`config.mk`:
```
export PLATFORM = sky130hd
export DESIGN_NAME = mod_hi_speed_protocol_decoder_flat
export DESIGN_NICKNAME = d
export VERILOG_FILES = /design/src/rtl/mod_hi_speed_protocol_decoder_if.sv /design/src/rtl/mod_hi_speed_protocol_decoder.sv /design/src/flat_wrapper.sv
export SDC_FILE = /design/constraint.sdc
export NUM_CORES = 1
export LEC_CHECK = 0
export BUFFER_PORTS_ARGS = -buffer_cell sky130_fd_sc_hd__buf_4
export CAP_MARGIN = 20
export CELL_PAD_IN_SITES_DETAIL_PLACEMENT = 1
export CELL_PAD_IN_SITES_GLOBAL_PLACEMENT = 1
export CORE_AREA = 3 3 145 147
export DETAILED_ROUTE_END_ITERATION = 7
export DIE_AREA = 0 0 148 150
export PLACE_DENSITY_LB_ADDON = 0.1
export SYNTH_ARGS = -nofsm -noshare
export SYNTH_HDL_FRONTEND = slang
export SYNTH_SLANG_ARGS = --single-unit
```
`constraint.sdc`:
```
create_clock -name CLK -period 3.11 [get_ports CLK]
set_clock_uncertainty 0.05 [all_clocks]
set_input_delay 0.1555 -clock CLK [delete_from_list [all_inputs] [get_ports CLK]]
set_output_delay 0.1555 -clock CLK [all_outputs]
set_load 0.05 [all_outputs]
```
`src/rtl/mod_hi_speed_protocol_decoder_if.sv`:
```
// Byte-stream input, RX RAM write port and frame status of the hi-speed protocol decoder.
// The decoder takes the slave modport; the byte source, RAM and host take the master side.
interface mod_hi_speed_protocol_decoder_if;
    logic [7:0]  RX_DATA;
    logic        RX_STR;
    logic        RX_ERR;
    logic        RX_RAM_REQ_WR;
    logic        RX_RAM_RDY_WR;
    logic [15:0] RX_RAM_ADDR_OUT;
    logic [7:0]  RX_RAM_DATA_OUT;
    logic        DECODING;
    logic [7:0]  RX_FLAG;
    logic [15:0] RX_BYTE_NUMBER;
    logic        RX_DONE;
    logic        RX_CRC_ERR;
    logic        RX_ABORT;

    modport slave (
        input  RX_DATA, RX_STR, RX_ERR, RX_RAM_RDY_WR,
        output RX_RAM_REQ_WR, RX_RAM_ADDR_OUT, RX_RAM_DATA_OUT, DECODING,
               RX_FLAG, RX_BYTE_NUMBER, RX_DONE, RX_CRC_ERR, RX_ABORT
    );

    modport master (
        output RX_DATA, RX_STR, RX_ERR, RX_RAM_RDY_WR,
        input  RX_RAM_REQ_WR, RX_RAM_ADDR_OUT, RX_RAM_DATA_OUT, DECODING,
               RX_FLAG, RX_BYTE_NUMBER, RX_DONE, RX_CRC_ERR, RX_ABORT
    );
endinterface

```
`src/rtl/mod_hi_speed_protocol_decoder.sv`:
```
// Parses MARKER, FLAG, LEN_H, LEN_L, DATA[LEN], CRC_H, CRC_L frames, writes DATA to the RX RAM
// and checks CRC-16 (poly 0x1021, init 0x0000, MSB first) over MARKER..DATA.
module mod_hi_speed_protocol_decoder #(
    parameter int         QUARTZ      = 24,
    parameter logic [7:0] MARKER_BYTE = 8'hB6,
    parameter int         TIMEOUT_US  = 200,
    parameter int         MAX_BYTES   = 4096
) (
    input logic                            CLK,
    input logic                            RESET,
    mod_hi_speed_protocol_decoder_if.slave bus
);
    localparam int          TMO_LIMIT = QUARTZ * TIMEOUT_US;
    localparam int          TMO_W     = $clog2(TMO_LIMIT + 1);
    localparam logic [15:0] MAX_LEN   = 16'(MAX_BYTES);

    typedef enum logic [3:0] {
        S_IDLE, S_FLAG, S_LEN_H, S_LEN_L, S_DATA, S_WR, S_CRC_H, S_CRC_L, S_CHECK
    } state_t;

    state_t           state;
    logic [7:0]       len_h;
    logic [7:0]       rx_crc_h;
    logic [15:0]      len;
    logic [15:0]      crc_calc;
    logic [TMO_W-1:0] tmo_cnt;

    logic        accept;
    logic        byte_ok;
    logic        marker_ok;
    logic        crc_feed;
    logic        tmo_hit;
    logic        abort_now;
    logic [15:0] len_rx;

    function automatic logic [15:0] crc16_upd(input logic [15:0] crc_in, input logic [7:0] data);
        logic [15:0] c;
        c = crc_in ^ {data, 8'h00};
        for (int i = 0; i < 8; i++)
            c = c[15] ? ((c << 1) ^ 16'h1021) : (c << 1);
        return c;
    endfunction

    // RX_STR has no meaning while a RAM write is pending or during the one-cycle CHECK.
    assign accept    = bus.RX_STR && (state != S_WR) && (state != S_CHECK);
    assign byte_ok   = accept && !bus.RX_ERR;
    assign marker_ok = (state == S_IDLE) && bus.RX_STR && !bus.RX_ERR
                       && (bus.RX_DATA == MARKER_BYTE);
    assign crc_feed  = accept && (state inside {S_FLAG, S_LEN_H, S_LEN_L, S_DATA});
    assign len_rx    = {len_h, bus.RX_DATA};
    assign tmo_hit   = bus.DECODING && (state != S_WR) && (tmo_cnt == TMO_W'(TMO_LIMIT - 1));

    assign abort_now = (state != S_IDLE) && (
                           (accept && bus.RX_ERR)
                        || ((state == S_WR) && bus.RX_STR)
                        || ((state == S_LEN_L) && byte_ok && (len_rx > MAX_LEN))
                        || (tmo_hit && !accept));

    // A marker in the first IDLE cycle after a frame starts from zero, not from the stale CRC.
    always_ff @(posedge CLK or posedge RESET) begin
        if (RESET)
            crc_calc <= '0;
        else if (state == S_IDLE)
            crc_calc <= marker_ok ? crc16_upd(16'h0000, bus.RX_DATA) : 16'h0000;
        else if (crc_feed)
            crc_calc <= crc16_upd(crc_calc, bus.RX_DATA);
    end

    // NOTE: sequential state uses non-blocking assignments so every register samples pre-edge values.
    always_ff @(posedge CLK or posedge RESET) begin
        if (RESET) begin
            state               <= S_IDLE;
            len_h               <= '0;
            len                 <= '0;
            rx_crc_h            <= '0;
            tmo_cnt             <= '0;
            bus.RX_RAM_REQ_WR   <= 1'b0;
            bus.RX_RAM_ADDR_OUT <= '0;
            bus.RX_RAM_DATA_OUT <= '0;
            bus.DECODING        <= 1'b0;
            bus.RX_FLAG         <= '0;
            bus.RX_BYTE_NUMBER  <= '0;
            bus.RX_DONE         <= 1'b0;
            bus.RX_CRC_ERR      <= 1'b0;
            bus.RX_ABORT        <= 1'b0;
        end else begin
            bus.RX_DONE  <= 1'b0;
            bus.RX_ABORT <= 1'b0;

            if ((state == S_IDLE) || accept)
                tmo_cnt <= '0;
            else if (bus.DECODING && (state != S_WR))
                tmo_cnt <= tmo_cnt + TMO_W'(1);

            // The header length is reported even when it is too large and the frame is dropped.
            if (byte_ok && (state == S_LEN_L))
                bus.RX_BYTE_NUMBER <= len_rx;

            if (abort_now) begin
                bus.RX_ABORT        <= 1'b1;
                bus.RX_RAM_REQ_WR   <= 1'b0;
                bus.DECODING        <= 1'b0;
                bus.RX_RAM_ADDR_OUT <= '0;
                state               <= S_IDLE;
            end else begin
                unique case (state)
                    S_IDLE: if (marker_ok) begin
                        bus.DECODING <= 1'b1;
                        state        <= S_FLAG;
                    end
                    S_FLAG: if (byte_ok) begin
                        bus.RX_FLAG <= bus.RX_DATA;
                        state       <= S_LEN_H;
                    end
                    S_LEN_H: if (byte_ok) begin
                        len_h <= bus.RX_DATA;
                        state <= S_LEN_L;
                    end
                    S_LEN_L: if (byte_ok) begin
                        len                 <= len_rx;
                        bus.RX_RAM_ADDR_OUT <= '0;
                        state               <= (len_rx == 16'd0) ? S_CRC_H : S_DATA;
                    end
                    S_DATA: if (byte_ok) begin
                        bus.RX_RAM_DATA_OUT <= bus.RX_DATA;
                        bus.RX_RAM_REQ_WR   <= 1'b1;
                        state               <= S_WR;
                    end
                    S_WR: if (bus.RX_RAM_RDY_WR) begin
                        bus.RX_RAM_REQ_WR   <= 1'b0;
                        bus.RX_RAM_ADDR_OUT <= bus.RX_RAM_ADDR_OUT + 16'd1;
                        state <= ((bus.RX_RAM_ADDR_OUT + 16'd1) == len) ? S_CRC_H : S_DATA;
                    end
                    S_CRC_H: if (byte_ok) begin
                        rx_crc_h <= bus.RX_DATA;
                        state    <= S_CRC_L;
                    end
                    S_CRC_L: if (byte_ok) begin
                        bus.RX_DONE    <= 1'b1;
                        bus.RX_CRC_ERR <= ({rx_crc_h, bus.RX_DATA} != crc_calc);
                        state          <= S_CHECK;
                    end
                    S_CHECK: begin
                        bus.DECODING <= 1'b0;
                        state        <= S_IDLE;
                    end
                    default: state <= S_IDLE;
                endcase
            end
        end
    end
endmodule

```
`src/flat_wrapper.sv`:
```
// flat-port wrapper written by rule: the top's interface ports become plain ports
module mod_hi_speed_protocol_decoder_flat 
#(
    parameter int         QUARTZ      = 24,
    parameter logic [7:0] MARKER_BYTE = 8'hB6,
    parameter int         TIMEOUT_US  = 200,
    parameter int         MAX_BYTES   = 4096
)
  (CLK, RESET, bus_RX_DATA, bus_RX_STR, bus_RX_ERR, bus_RX_RAM_RDY_WR, bus_RX_RAM_REQ_WR, bus_RX_RAM_ADDR_OUT, bus_RX_RAM_DATA_OUT, bus_DECODING, bus_RX_FLAG, bus_RX_BYTE_NUMBER, bus_RX_DONE, bus_RX_CRC_ERR, bus_RX_ABORT);
  mod_hi_speed_protocol_decoder_if bus_i ();
  input logic CLK;
  input logic RESET;
  input wire logic [$bits(bus_i.RX_DATA)-1:0] bus_RX_DATA;
  input wire logic [$bits(bus_i.RX_STR)-1:0] bus_RX_STR;
  input wire logic [$bits(bus_i.RX_ERR)-1:0] bus_RX_ERR;
  input wire logic [$bits(bus_i.RX_RAM_RDY_WR)-1:0] bus_RX_RAM_RDY_WR;
  output wire logic [$bits(bus_i.RX_RAM_REQ_WR)-1:0] bus_RX_RAM_REQ_WR;
  output wire logic [$bits(bus_i.RX_RAM_ADDR_OUT)-1:0] bus_RX_RAM_ADDR_OUT;
  output wire logic [$bits(bus_i.RX_RAM_DATA_OUT)-1:0] bus_RX_RAM_DATA_OUT;
  output wire logic [$bits(bus_i.DECODING)-1:0] bus_DECODING;
  output wire logic [$bits(bus_i.RX_FLAG)-1:0] bus_RX_FLAG;
  output wire logic [$bits(bus_i.RX_BYTE_NUMBER)-1:0] bus_RX_BYTE_NUMBER;
  output wire logic [$bits(bus_i.RX_DONE)-1:0] bus_RX_DONE;
  output wire logic [$bits(bus_i.RX_CRC_ERR)-1:0] bus_RX_CRC_ERR;
  output wire logic [$bits(bus_i.RX_ABORT)-1:0] bus_RX_ABORT;
  assign bus_i.RX_DATA = bus_RX_DATA;
  assign bus_i.RX_STR = bus_RX_STR;
  assign bus_i.RX_ERR = bus_RX_ERR;
  assign bus_i.RX_RAM_RDY_WR = bus_RX_RAM_RDY_WR;
  assign bus_RX_RAM_REQ_WR = bus_i.RX_RAM_REQ_WR;
  assign bus_RX_RAM_ADDR_OUT = bus_i.RX_RAM_ADDR_OUT;
  assign bus_RX_RAM_DATA_OUT = bus_i.RX_RAM_DATA_OUT;
  assign bus_DECODING = bus_i.DECODING;
  assign bus_RX_FLAG = bus_i.RX_FLAG;
  assign bus_RX_BYTE_NUMBER = bus_i.RX_BYTE_NUMBER;
  assign bus_RX_DONE = bus_i.RX_DONE;
  assign bus_RX_CRC_ERR = bus_i.RX_CRC_ERR;
  assign bus_RX_ABORT = bus_i.RX_ABORT;
  mod_hi_speed_protocol_decoder #(.QUARTZ(QUARTZ), .MARKER_BYTE(MARKER_BYTE), .TIMEOUT_US(TIMEOUT_US), .MAX_BYTES(MAX_BYTES)) u_core (.CLK(CLK), .RESET(RESET), .bus(bus_i));
endmodule
```
; ---- Word-level counts from Yosys, hierarchy flattened
; Index checks and enable logic that the tools add are counted.
[word_totals]
ramBits = 0
register_bits = 118
romBits = 0
wordCells = 146
n_memories = 0
latchBits = 0
out_inout_bits = 53
[op_classes]
magnitude_cmp = 1
n_div = 0
add_sub_neg = 2
shift = 0
n_eq_ne = 22
n_mul = 0
bitwise = 18
n_reduce_logical = 40
muxes = 48
[ops]
columns = op, count
row1 = two-way mux 13 bit, 18
row2 = two-way mux 16 bit, 6
row3 = NOT 3 bit, 16
row4 = two-way mux 4 bit, 9
row5 = one-hot mux 16 bit (2 select lines), 1
row6 = one-hot mux 4 bit (8 select lines), 1
row7 = AND reduction 3 bit, 8
row8 = != test 3 x 1 -> 1 bit (second input constant), 7
row9 = adder 16 x 1 -> 16 bit (second input constant), 1
row10 = == test 16 bit, 1
row11 = == test 4 x 3 -> 1 bit (second input constant), 4
row12 = greater-than comparator 16 x 13 -> 1 bit (second input constant), 1
row13 = logical NOT 16 bit, 1
row14 = != test 16 bit, 1
row15 = XOR 16 bit, 1
row16 = logical AND 1 bit, 15
row17 = adder 13 x 1 -> 13 bit (second input constant), 1
row18 = == test 13 bit (second input constant), 1
row19 = two-way mux 1 bit, 9
row20 = nonzero test 3 bit, 3
row21 = == test 4 x 2 -> 1 bit (second input constant), 2
row22 = == test 8 bit (second input constant), 1
row23 = AND reduction 8 bit, 1
row24 = nonzero test 4 bit, 2
row25 = other kinds (13), 20

; ---- Depth between registers and ports, before layout
; Gate-level depths: netlist (run 1).
[logic_depth]
word_depth = 19
ltp_mapped = 10
ltp_nobuf = 8

; ---- Worst setup path before layout (run 1)
; Ideal clock, no wire load.
[synth_path]
path_kind = reg2reg
from = register u_core.bus.RX_RAM_ADDR_OUT[0]
to = register u_core.state[1]
arrival_time_ns = 2.461
slack_ns = 0.523
required_ns = 2.984
path_stages_with_launch = 9
period_less_slack_ns = 2.587
path_cell_list = dfrtp_1 > ha_1 > nand3_1 > nor3_1 > xnor2_1 > nand3_1 > a2111oi_0 > a31oi_1 > o21ai_1
[synth_via]
elab_chain_len = 6
[synth_rtl]
columns = item, line_no
row1 = from (decl), mod_hi_speed_protocol_decoder_if.sv:20  ; output RX_RAM_REQ_WR, RX_RAM_ADDR_OUT, RX_RAM_DATA_OUT, DECODING,
row2 = from (signal assigned), mod_hi_speed_protocol_decoder.sv:131  ; bus.RX_RAM_ADDR_OUT <= bus.RX_RAM_ADDR_OUT + 16'd1;
row3 = adder 16 x 1 -> 16 bit, mod_hi_speed_protocol_decoder.sv:132  ; state <= ((bus.RX_RAM_ADDR_OUT + 16'd1) == len) ? S_CRC_H : S_DATA;
row4 = == test 16 bit, mod_hi_speed_protocol_decoder.sv:132
row5 = two-way mux 2 bit, mod_hi_speed_protocol_decoder.sv:132
row6 = two-way mux 4 bit, mod_hi_speed_protocol_decoder.sv:129  ; S_WR: if (bus.RX_RAM_RDY_WR) begin
row7 = one-hot mux 4 bit (8 select lines), mod_hi_speed_protocol_decoder.sv:106  ; unique case (state)
row8 = two-way mux 4 bit, mod_hi_speed_protocol_decoder.sv:99  ; if (abort_now) begin
row9 = to (signal assigned), mod_hi_speed_protocol_decoder.sv:122  ; state <= (len_rx == 16'd0) ? S_CRC_H : S_DATA;
row10 = to (signal assigned), mod_hi_speed_protocol_decoder.sv:132
row11 = to (decl), mod_hi_speed_protocol_decoder.sv:21  ; state_t state;
; Every way passes these cells. The select of a mux whose other input is x is not followed.
; A chain may end at the register's enable or synchronous reset.

; ---- Worst setup path after layout (run 1)
; Same ends and word-level chain as after synthesis.

==> results of run 1 <==
==> cells in the final DEF, fill, tap and decap left out, types with 3 or more instances in the layout <==
cell / instances
sky130_fd_sc_hd__and3_1: 5
sky130_fd_sc_hd__nor4_1: 9
sky130_fd_sc_hd__nand4_1: 9
sky130_fd_sc_hd__nand3_1: 20
sky130_fd_sc_hd__nor3_1: 10
sky130_fd_sc_hd__clkbuf_16: 17
sky130_fd_sc_hd__mux2_2: 45
sky130_fd_sc_hd__a21o_1: 4
sky130_fd_sc_hd__nand2_1: 100
sky130_fd_sc_hd__nor2_1: 43
sky130_fd_sc_hd__clkinvlp_4: 4
sky130_fd_sc_hd__inv_1: 4
sky130_fd_sc_hd__buf_4: 81
sky130_fd_sc_hd__nor2b_1: 8
sky130_fd_sc_hd__a211oi_1: 3
sky130_fd_sc_hd__dlygate4sd3_1: 8
sky130_fd_sc_hd__xnor2_1: 30
sky130_fd_sc_hd__xor2_1: 42
sky130_fd_sc_hd__a21oi_1: 11
sky130_fd_sc_hd__o211ai_1: 3
sky130_fd_sc_hd__o21ai_0: 39
sky130_fd_sc_hd__inv_6: 6
sky130_fd_sc_hd__or3_1: 4
sky130_fd_sc_hd__dfrtp_1: 118
sky130_fd_sc_hd__and2_1: 3
sky130_fd_sc_hd__o21a_1: 3
sky130_fd_sc_hd__o31ai_1: 8
==> worst max-delay path, delay by kind of cell, from the launching register on <==
family,cells,cell delay [ns]
simple gates,4,1.31
flops,1,0.48
fa+ha+maj,1,0.32
compound gates,3,0.48
==> power by group through the flow <==
stage / clock (uW) / combinational (uW) / sequential, uW
finish: 1970 / 3070 / 2500
global route: 2110 / 3350 / 2580
CTS: 2030 / 3120 / 2510
detailed placement: 0 / 3100 / 2530
global placement: 0 / 3060 / 2510
floorplan: 0 / 1520 / 3100
==> state kept, by name, summed over array words and instances, names as in the netlist <==
name                        flops
u_core.bus.RX_RAM_ADDR_OUT     16
u_core.len_h                    8
u_core.len                     16
u_core.rx_crc_h                 8
u_core.bus.RX_ABORT             1
u_core.bus.RX_FLAG              8
u_core.bus.RX_DONE              1
u_core.state                    4
u_core.crc_calc                16
u_core.tmo_cnt                 13
u_core.bus.RX_RAM_DATA_OUT      8
u_core.bus.DECODING             1
u_core.bus.RX_CRC_ERR           1
u_core.bus.RX_BYTE_NUMBER      16
u_core.bus.RX_RAM_REQ_WR        1
==> metrics by stage <==
step           total power [uW]  utilization, %
3_5_place_dp               5630            34.0
4_1_cts                    7670            37.3
3_3_place_gp               5570            34.0
6_report                   7540            37.3
5_1_grt                    8050            37.3
2_1_floorplan              4620               -
==> final cells by class <==
class | count | area (sq um)
fill | 2313 | 12600
sequential | 118 | 2950
clock buffer | 19 | 453
multi-input combinational | 441 | 2870
tap | 270 | 338
clock inverter | 13 | 136
inverter | 5 | 22.5
timing repair buffer | 90 | 708
==> path summary, 6_finish.rpt <==
| path | from | to | slack [ns] | cells after the start |
|---|---|---|---|---|
| worst max register to register | u_core.bus.RX_RAM_ADDR_OUT[0] | u_core.state[1] | 0.39 | 8 |
| worst max-delay path | u_core.bus.RX_RAM_ADDR_OUT[0] | u_core.state[1] | 0.39 | 8 |
| worst min register to register | u_core.bus.RX_BYTE_NUMBER[1] | u_core.bus.RX_BYTE_NUMBER[1] | 0.42 | 2 |
| min in group asynchronous | RESET | u_core.crc_calc[8] | 0.40 | 3 |
| max in group asynchronous | RESET | u_core.bus.RX_BYTE_NUMBER[10] | 1.80 | 4 |
| worst min-delay path | bus_RX_DATA[3] | u_core.bus.RX_BYTE_NUMBER[3] | 0.01 | 3 |
==> layer usage <==
layer,vias up,part of all wire (%)
li1,2215,-
met1,2374,47
met2,88,48
met3,11,4.0
met4,0,1.0
met5,-,0
==> cells by family (layout without fill, tap and decap cells) <==
group	count (synthesis)	after routing
adder cells (fa/ha/maj)	2	2
buffers and inverters	34	127
flip-flops	118	118
AO/OA/AOI/OAI	84	84
multiplexers	47	47
AND/OR/NAND/NOR	236	236
XOR/XNOR	72	72
==> Implementation_results.wiki, run 1 <==
{| class="wikitable"
! Metric !! Value
|-
| Run status || finished clean
|-
| Overall routing resource usage || 16.4%
|-
| Final worst-path cycle share || 87.5%
|-
| Area growth, synth to finish || 25.7%
|-
| Final max-slew violation count || 0
|-
| Clock network power share || 26.2%
|-
| Gp weighted congestion || 0.807
|-
| Unrepaired setup endpoints after global routing || no
|-
| Setup Slack @ Placement || 0.425 ns
|-
| Via count of the first global-routing pass || 4939
|-
| DP Wirelength || 12.2 mm
|-
| Critical path data arrival time || 3.01 ns
|-
| Number of top-level pins || 66
|-
| Post-CTS setup repair buffer count || 0
|-
| Post-synthesis cell area || 5950 sq um
|-
| DIE WIDTH || 148 microns
|-
| Main combinational cell family by area after synthesis || simple AND/OR/NAND/NOR gates
|-
| Kind of end point of the critical path || flip-flop
|-
| Hold Violations, Final || 0
|-
| Worst slack on hold paths || 0.0127 ns
|-
| Pleak || 0.00344 uW
|-
| Clk sinks || 118
|-
| Net count, final || 688
|-
| CTS root buffer || sky130_fd_sc_hd__clkbuf_16
|-
| Share of cell area taken by muxes after synthesis || 8.88%
|-
| Share of synthesized cell area in full adder, half adder and majority cells || 0.421%
|-
| Top post-synthesis cells by area || sky130_fd_sc_hd__dfrtp_1, sky130_fd_sc_hd__mux2_2, sky130_fd_sc_hd__nand2_1, sky130_fd_sc_hd__xor2_1, sky130_fd_sc_hd__xnor2_1
|-
| Clock slew at the register clock pins of the worst setup and hold paths || 0.06 ns
|-
| Normalized max-slew margin || 43.9%
|-
| Fin area || 7480 sq um
|-
| Worst Path Required || 3.40 ns
|-
| Reg power frac || 33.2%
|-
| Global-route track usage on met2 || 26.4%
|-
| Worst min-delay path class || primary input to flip-flop
|-
| Post-CTS Hold Fix Bufs || 8
|-
| Maximum fanout count along the critical path || 8
|-
| Pint || 4380 uW
|-
| Aggregate negative setup slack || 0 ns
|-
| Count of different cell masters after synthesis || 55
|-
| Power per Cell Area || 1010 nW/um^2
|-
| Logic gate share of total power || 40.6%
|-
| Number of instances resized during post-cts repair || 0
|-
| Share of synthesized flip-flops with an asynchronous set or reset || 100%
|-
| Fin cells || 956
|-
| Initial antenna violation count || 0
|-
| Fraction of layout cells with a size suffix above 1 || 25.5%
|-
| Switching part of the total || 42.0%
|-
| P_sw || 3170 uW
|-
| Post-Synthesis Cells || 593
|-
| Worst Tran Pin Value || 0.840 ns
|-
| Slowest stage delay, CP || 0.54 ns
|-
| Synthesized-area fraction occupied by and/or/nand/nor cells || 19.3%
|-
| DRC violation total after the first TritonRoute iteration || 211
|-
| Detailed Route WL || 17.4 mm
|-
| Insertion delay of the later-clocked pin in the worst-skew pair || 0.42 ns
|-
| Clock tree from TritonCTS || yes
|-
| Most frequent cells after synthesis || sky130_fd_sc_hd__dfrtp_1, sky130_fd_sc_hd__nand2_1, sky130_fd_sc_hd__mux2_2, sky130_fd_sc_hd__nor2_1, sky130_fd_sc_hd__xor2_1
|-
| Synth Register Bits || 118
|-
| Sequential cell area fraction in the yosys report || 49.6%
|-
| Per-cell via count in the routed design || 4.90
|-
| Die outline height || 150 microns
|-
| Met1 Use GR || 21.9%
|-
| Worst setup path class || flip-flop to flip-flop
|-
| Max cap viols || 0
|-
| Post-synthesis compound-gate area fraction || 8.88%
|-
| Count of warnings emitted by yosys || 0
|-
| Startpoint type of the worst setup path || flip-flop
|-
| Largest buffer count on any clock path || 2
|-
| Cell chain of the critical path || ha_1 > nand3_1 > nor3_1 > nand4_1 > o211a_1 > nor4_1 > a31oi_1 > o21ai_1
|-
| Grt peak-use layer || met2
|-
| Setup violators final || 0
|-
| Global-route wire length before repair || 28.1 mm
|-
| Dominant cell type by area after synthesis || sky130_fd_sc_hd__dfrtp_1
|-
| Dominant synthesized flop cell || sky130_fd_sc_hd__dfrtp_1
|-
| Library cell with the highest instance count after synthesis || sky130_fd_sc_hd__dfrtp_1
|-
| Final antenna diode count || 0
|-
| Antenna-violating nets left || 0
|-
| Largest net degree at the start of global routing || 45
|-
| Area share of the leading cell type in the synthesized netlist || 49.6%
|-
| Worst setup slack after layout || 0.388 ns
|-
| Xor and xnor fraction of the mapped netlist area || 10.6%
|-
| Area of the die || 22200 sq um
|-
| Vias || 4688
|-
| Maximum level of the CTS H-tree || 4
|-
| Routed WL per cell || 18.2 microns
|-
| Maximum achievable frequency || 367 MHz
|-
| Total iterations of the first detailed-routing run || 6
|-
| Post-DP Area || 6810 sq um
|-
| Post-synth EDFFs || 0
|-
| Congestion Overflow GR || 0
|-
| Number of buffers inserted during clock tree synthesis || 17
|-
| Final period demand of the worst path || 2.72 ns
|-
| Worst-path cell with the longest stage delay || sky130_fd_sc_hd__nor3_1
|-
| Effective utilization at floorplan || 29.7%
|-
| DRC errors left || 0
|-
| Synthesized area per cell || 10.0 sq um
|-
| Net count of the mapped netlist || 608
|-
| Number of standard-cell rows in the floorplan || 52
|-
| Inst Count DP || 916
|-
| Core Area || 20000 sq um
|-
| Global-route met3 utilization || 4.33%
|-
| Largest voltage drop on the vdd net || 0.000467 V
|-
| Number of buffers inserted by port buffering || 65
|}
Power figures use the tool's default switching activity.
==> run 2: changes to the inputs <==
--- a/config.mk
+++ b/config.mk
@@ -9,10 +9,11 @@
 export CAP_MARGIN = 20
 export CELL_PAD_IN_SITES_DETAIL_PLACEMENT = 1
 export CELL_PAD_IN_SITES_GLOBAL_PLACEMENT = 1
-export CORE_AREA = 3 3 145 147
+export CORE_AREA = 3 3 135 137
 export DETAILED_ROUTE_END_ITERATION = 7
-export DIE_AREA = 0 0 148 150
+export DIE_AREA = 0 0 138 140
 export PLACE_DENSITY_LB_ADDON = 0.1
+export RECOVER_POWER = 100
 export SYNTH_ARGS = -nofsm -noshare
 export SYNTH_HDL_FRONTEND = slang
 export SYNTH_SLANG_ARGS = --single-unit
==> run 2 against run 1 <==
The run now ends with capacitance limit, slew limit left. First-iteration DRC count decreased by 18%. Utilization increased by 4.7 points. Cell area is 3.4% lower. Worst hold slack got worse by 0.0031 ns. Combinational power down 7.2%. Worst setup slack got worse by 0.14 ns. Global-route usage rose by 2.1 points. Non-clock buffer count down 1. Register-to-register slack worse by 0.14 ns. Maximum frequency is 5.0% lower. Die area fell by 13%. Count of clock-buffer cells in the layout is 2 lower.
==> Implementation_results.wiki, run 2 (synthesis results as in run 1) <==
{| class="wikitable"
! Metric !! Value
|-
| Antenna-violating nets left || 0 (unchanged)
|-
| Worst-path cell with the longest stage delay || sky130_fd_sc_hd__nand2_1
|-
| Clock tree from TritonCTS || yes
|-
| Switching part of the total || 41.1% (-0.84 points)
|-
| Vias || 4669 (-0.41%)
|-
| Maximum achievable frequency || 349 MHz (-5.0%)
|-
| Fin cells || 910 (-4.8%)
|-
| Maximum fanout count along the critical path || 17 (+9)
|-
| Power per Cell Area || 1040 nW/um^2 (+3.1%)
|-
| Inst Count DP || 872 (-4.8%)
|-
| Clock network power share || 29.0% (+2.8 points)
|-
| Die outline height || 140 microns (-6.7%)
|-
| Final worst-path cycle share || 92.2% (+4.7 points)
|-
| Hold Violations, Final || 0 (unchanged)
|-
| Reg-to-reg critical path endpoint || u_core.len[12]
|-
| Pint || 4430 uW (+1.1%)
|-
| Unrepaired setup endpoints after global routing || no
|-
| Maximum level of the CTS H-tree || 4 (unchanged)
|-
| Most used cells in the layout excluding fill and tap cells || sky130_fd_sc_hd__dfrtp_1, sky130_fd_sc_hd__nand2_1, sky130_fd_sc_hd__clkbuf_1
|-
| CTS root buffer || sky130_fd_sc_hd__clkbuf_16
|-
| Clock slew at the register clock pins of the worst setup and hold paths || 0.06 ns (about the same)
|-
| Violations in the final reports || capacitance limit, slew limit
|-
| Worst Tran Pin Value || 1.66 ns (+0.820 ns)
|-
| Fillcell total || 1966 (-15%)
|-
| Path depth of the worst reg2reg path || 8 (unchanged)
|-
| R2R Setup Slk || 0.24 ns (-0.14 ns)
|-
| Core Area || 17200 sq um (-14%)
|-
| Final period demand of the worst path || 2.87 ns (+0.145 ns)
|-
| Congestion Overflow GR || 0 (unchanged)
|-
| Clk sinks || 118 (unchanged)
|-
| Setup Slack @ Placement || 0.152 ns (-0.273 ns)
|-
| Number of top-level pins || 66 (unchanged)
|-
| Setup violators final || 0 (unchanged)
|-
| Commonest non-fill, non-tap cell in the layout || sky130_fd_sc_hd__dfrtp_1
|-
| Largest net degree at the start of global routing || 119 (+160%)
|-
| Overall power consumption || 7520 uW (-0.34%)
|-
| Fraction of layout cells with a size suffix above 1 || 16.6% (-8.9 points)
|-
| Insertion delay of the later-clocked pin in the worst-skew pair || 0.42 ns (about the same)
|-
| Overall routing resource usage || 18.5% (+2.1 points)
|-
| Detailed Route WL || 17.2 mm (-1.3%)
|-
| Worst Path Required || 3.36 ns (-0.04 ns)
|-
| Total iterations of the first detailed-routing run || 4 (-2)
|-
| Routed WL per cell || 18.9 microns (+3.7%)
|-
| Max cap viols || 1 (+1)
|-
| Worst slack on hold paths || 0.00963 ns (-0.00308 ns)
|-
| Number of standard-cell rows in the floorplan || 48 (-7.7%)
|-
| Normalized max-slew margin || -10.7% (-55 points)
|-
| Launch point of the critical path || u_core.state[0]
|-
| Net count, final || 687 (-0.15%)
|-
| Number of buffers inserted by port buffering || 65 (unchanged)
|-
| DRC errors left || 0 (unchanged)
|-
| Slowest stage delay, CP || 0.55 ns (about the same)
|-
| Final antenna diode count || 0 (unchanged)
|-
| Worst flop-to-flop path startpoint || u_core.state[0]
|-
| Area growth, synth to finish || 21.5%
|-
| Kind of end point of the critical path || flip-flop
|-
| P_sw || 3090 uW (-2.3%)
|-
| Logic depth of the worst setup path including buffers || 8 (unchanged)
|-
| Worst setup path class || flip-flop to flip-flop
|-
| Largest buffer count on any clock path || 2 (unchanged)
|-
| Via count of the first global-routing pass || 5061 (+2.5%)
|-
| DP Wirelength || 11.9 mm (-2.2%)
|-
| Number of buffers inserted during clock tree synthesis || 17 (unchanged)
|-
| Logic gate share of total power || 37.9% (-2.7 points)
|-
| Cell type group with the largest total delay on the critical path || simple AND/OR/NAND/NOR gates
|-
| Initial antenna violation count || 0 (unchanged)
|-
| Critical path endpoint || u_core.len[12]
|-
| Pleak || 0.00320 uW (-6.8%)
|-
| Critical path data arrival time || 3.12 ns (+0.11 ns)
|-
| Startpoint type of the worst setup path || flip-flop
|-
| Worst min-delay path class || primary input to flip-flop
|-
| Global-route wire length before repair || 28.5 mm (+1.6%)
|-
| Worst setup slack after layout || 0.243 ns (-0.145 ns)
|-
| CP bufs+invs || 2 (+2)
|-
| DIE WIDTH || 138 microns (-6.8%)
|-
| Area of the die || 19300 sq um (-13%)
|-
| Gp weighted congestion || 0.800 (-0.92%)
|-
| DRC violation total after the first TritonRoute iteration || 174 (-18%)
|-
| Cell chain of the critical path || buf_4 > nand4bb_1 > and4_1 > nand4_1 > clkbuf_1 > o211a_1 > nand2_1 > mux2_2
|-
| Reg power frac || 33.2% (about the same)
|-
| Run status || finished with violations
|-
| Per-cell via count in the routed design || 5.13 (+4.6%)
|-
| Final max-slew violation count || 119 (+119)
|-
| Effective utilization at floorplan || 34.6% (+4.9 points)
|-
| Largest voltage drop on the vdd net || 0.000594 V (+27%)
|-
| Aggregate negative setup slack || 0 ns (unchanged)
|}
-- run 2: cell types whose count changed in the layout (fill, tap and decap cells not counted), sizes merged --
cell         delta
buf            -61
bufinv          +4
clkbuf         +61
dlygate4sd3     -3
clkinv          +3
inv             -5
-- run 2: worst min path at each step --
| stage | start | to | slack (ns) | depth (start not counted) |
|---|---|---|---|---|
| finish | bus_RX_DATA[4] | u_core.bus.RX_BYTE_NUMBER[4] | 0.01 | 3 |
| global route | bus_RX_DATA[4] | u_core.bus.RX_BYTE_NUMBER[4] | 0.02 | 3 |
| CTS | bus_RX_DATA[4] | u_core.bus.RX_BYTE_NUMBER[4] | 0.01 | 3 |
| detailed placement | RESET | u_core.tmo_cnt[3] | 0.37 | 3 |
| global placement | RESET | u_core.tmo_cnt[3] | 0.36 | 3 |
| floorplan | bus_RX_RAM_RDY_WR | u_core.bus.RX_RAM_REQ_WR | 0.32 | 3 |
-- run 2: routing by layer --
layer | wire length [microns] | global-route usage [%] | vias to the layer above
met2 | 8530 | 30.7 | 78
met5 | 0 | 0 | -
met4 | 189 | 5.51 | 0
li1 | - | - | 2205
met3 | 564 | 4.34 | 14
met1 | 7890 | 24.3 | 2372
-- run 2: metrics by stage --
step | utilization [%] | instance area, sq um
after detailed placement | 39.4 | 6760
after CTS | 43.4 | 7460
final | 42.1 | 7230
after global placement | 39.4 | 6760
after global routing | 42.1 | 7230
after floorplan | - | 5950
-- run 2: worst min-delay path: cells and delay by family --
family | cells | cell delay, ns
simple gates | 2 | 0.12
buf+inv | 1 | 0.17
-- run 2: final cells by class --
| cell class | count | area [sq um] | area share (%) |
|---|---|---|---|
| flip-flops and latches | 118 | 2950 | 40.9 |
| multi-input cells | 441 | 2870 | 39.7 |
| repair buffers | 89 | 449 | 6.22 |
| clock buffers | 17 | 425 | 5.89 |
| well taps | 225 | 282 | 3.90 |
| clock inverters | 15 | 226 | 3.13 |
| inverters | 5 | 22.5 | 0.312 |
-- run 2: power by group through the flow --
stage          Sequential (uW)  Combinational [uW]  Clock [uW]
6_report                  2490                2850        2180
4_1_cts                   2510                3120        2240
3_3_place_gp              2490                3030           0
3_5_place_dp              2520                3100           0
2_1_floorplan             3100                1520           0
5_1_grt                   2570                3140        2310
-- run 2: repair_timing --
item | in CTS | in global routing
setup buffers | 0 | 0
hold buffers | 5 | 0
endpoints found under the setup margin | 0 | 1
endpoints found under the hold margin | 122 | 0
gates resized for setup | 0 | 2
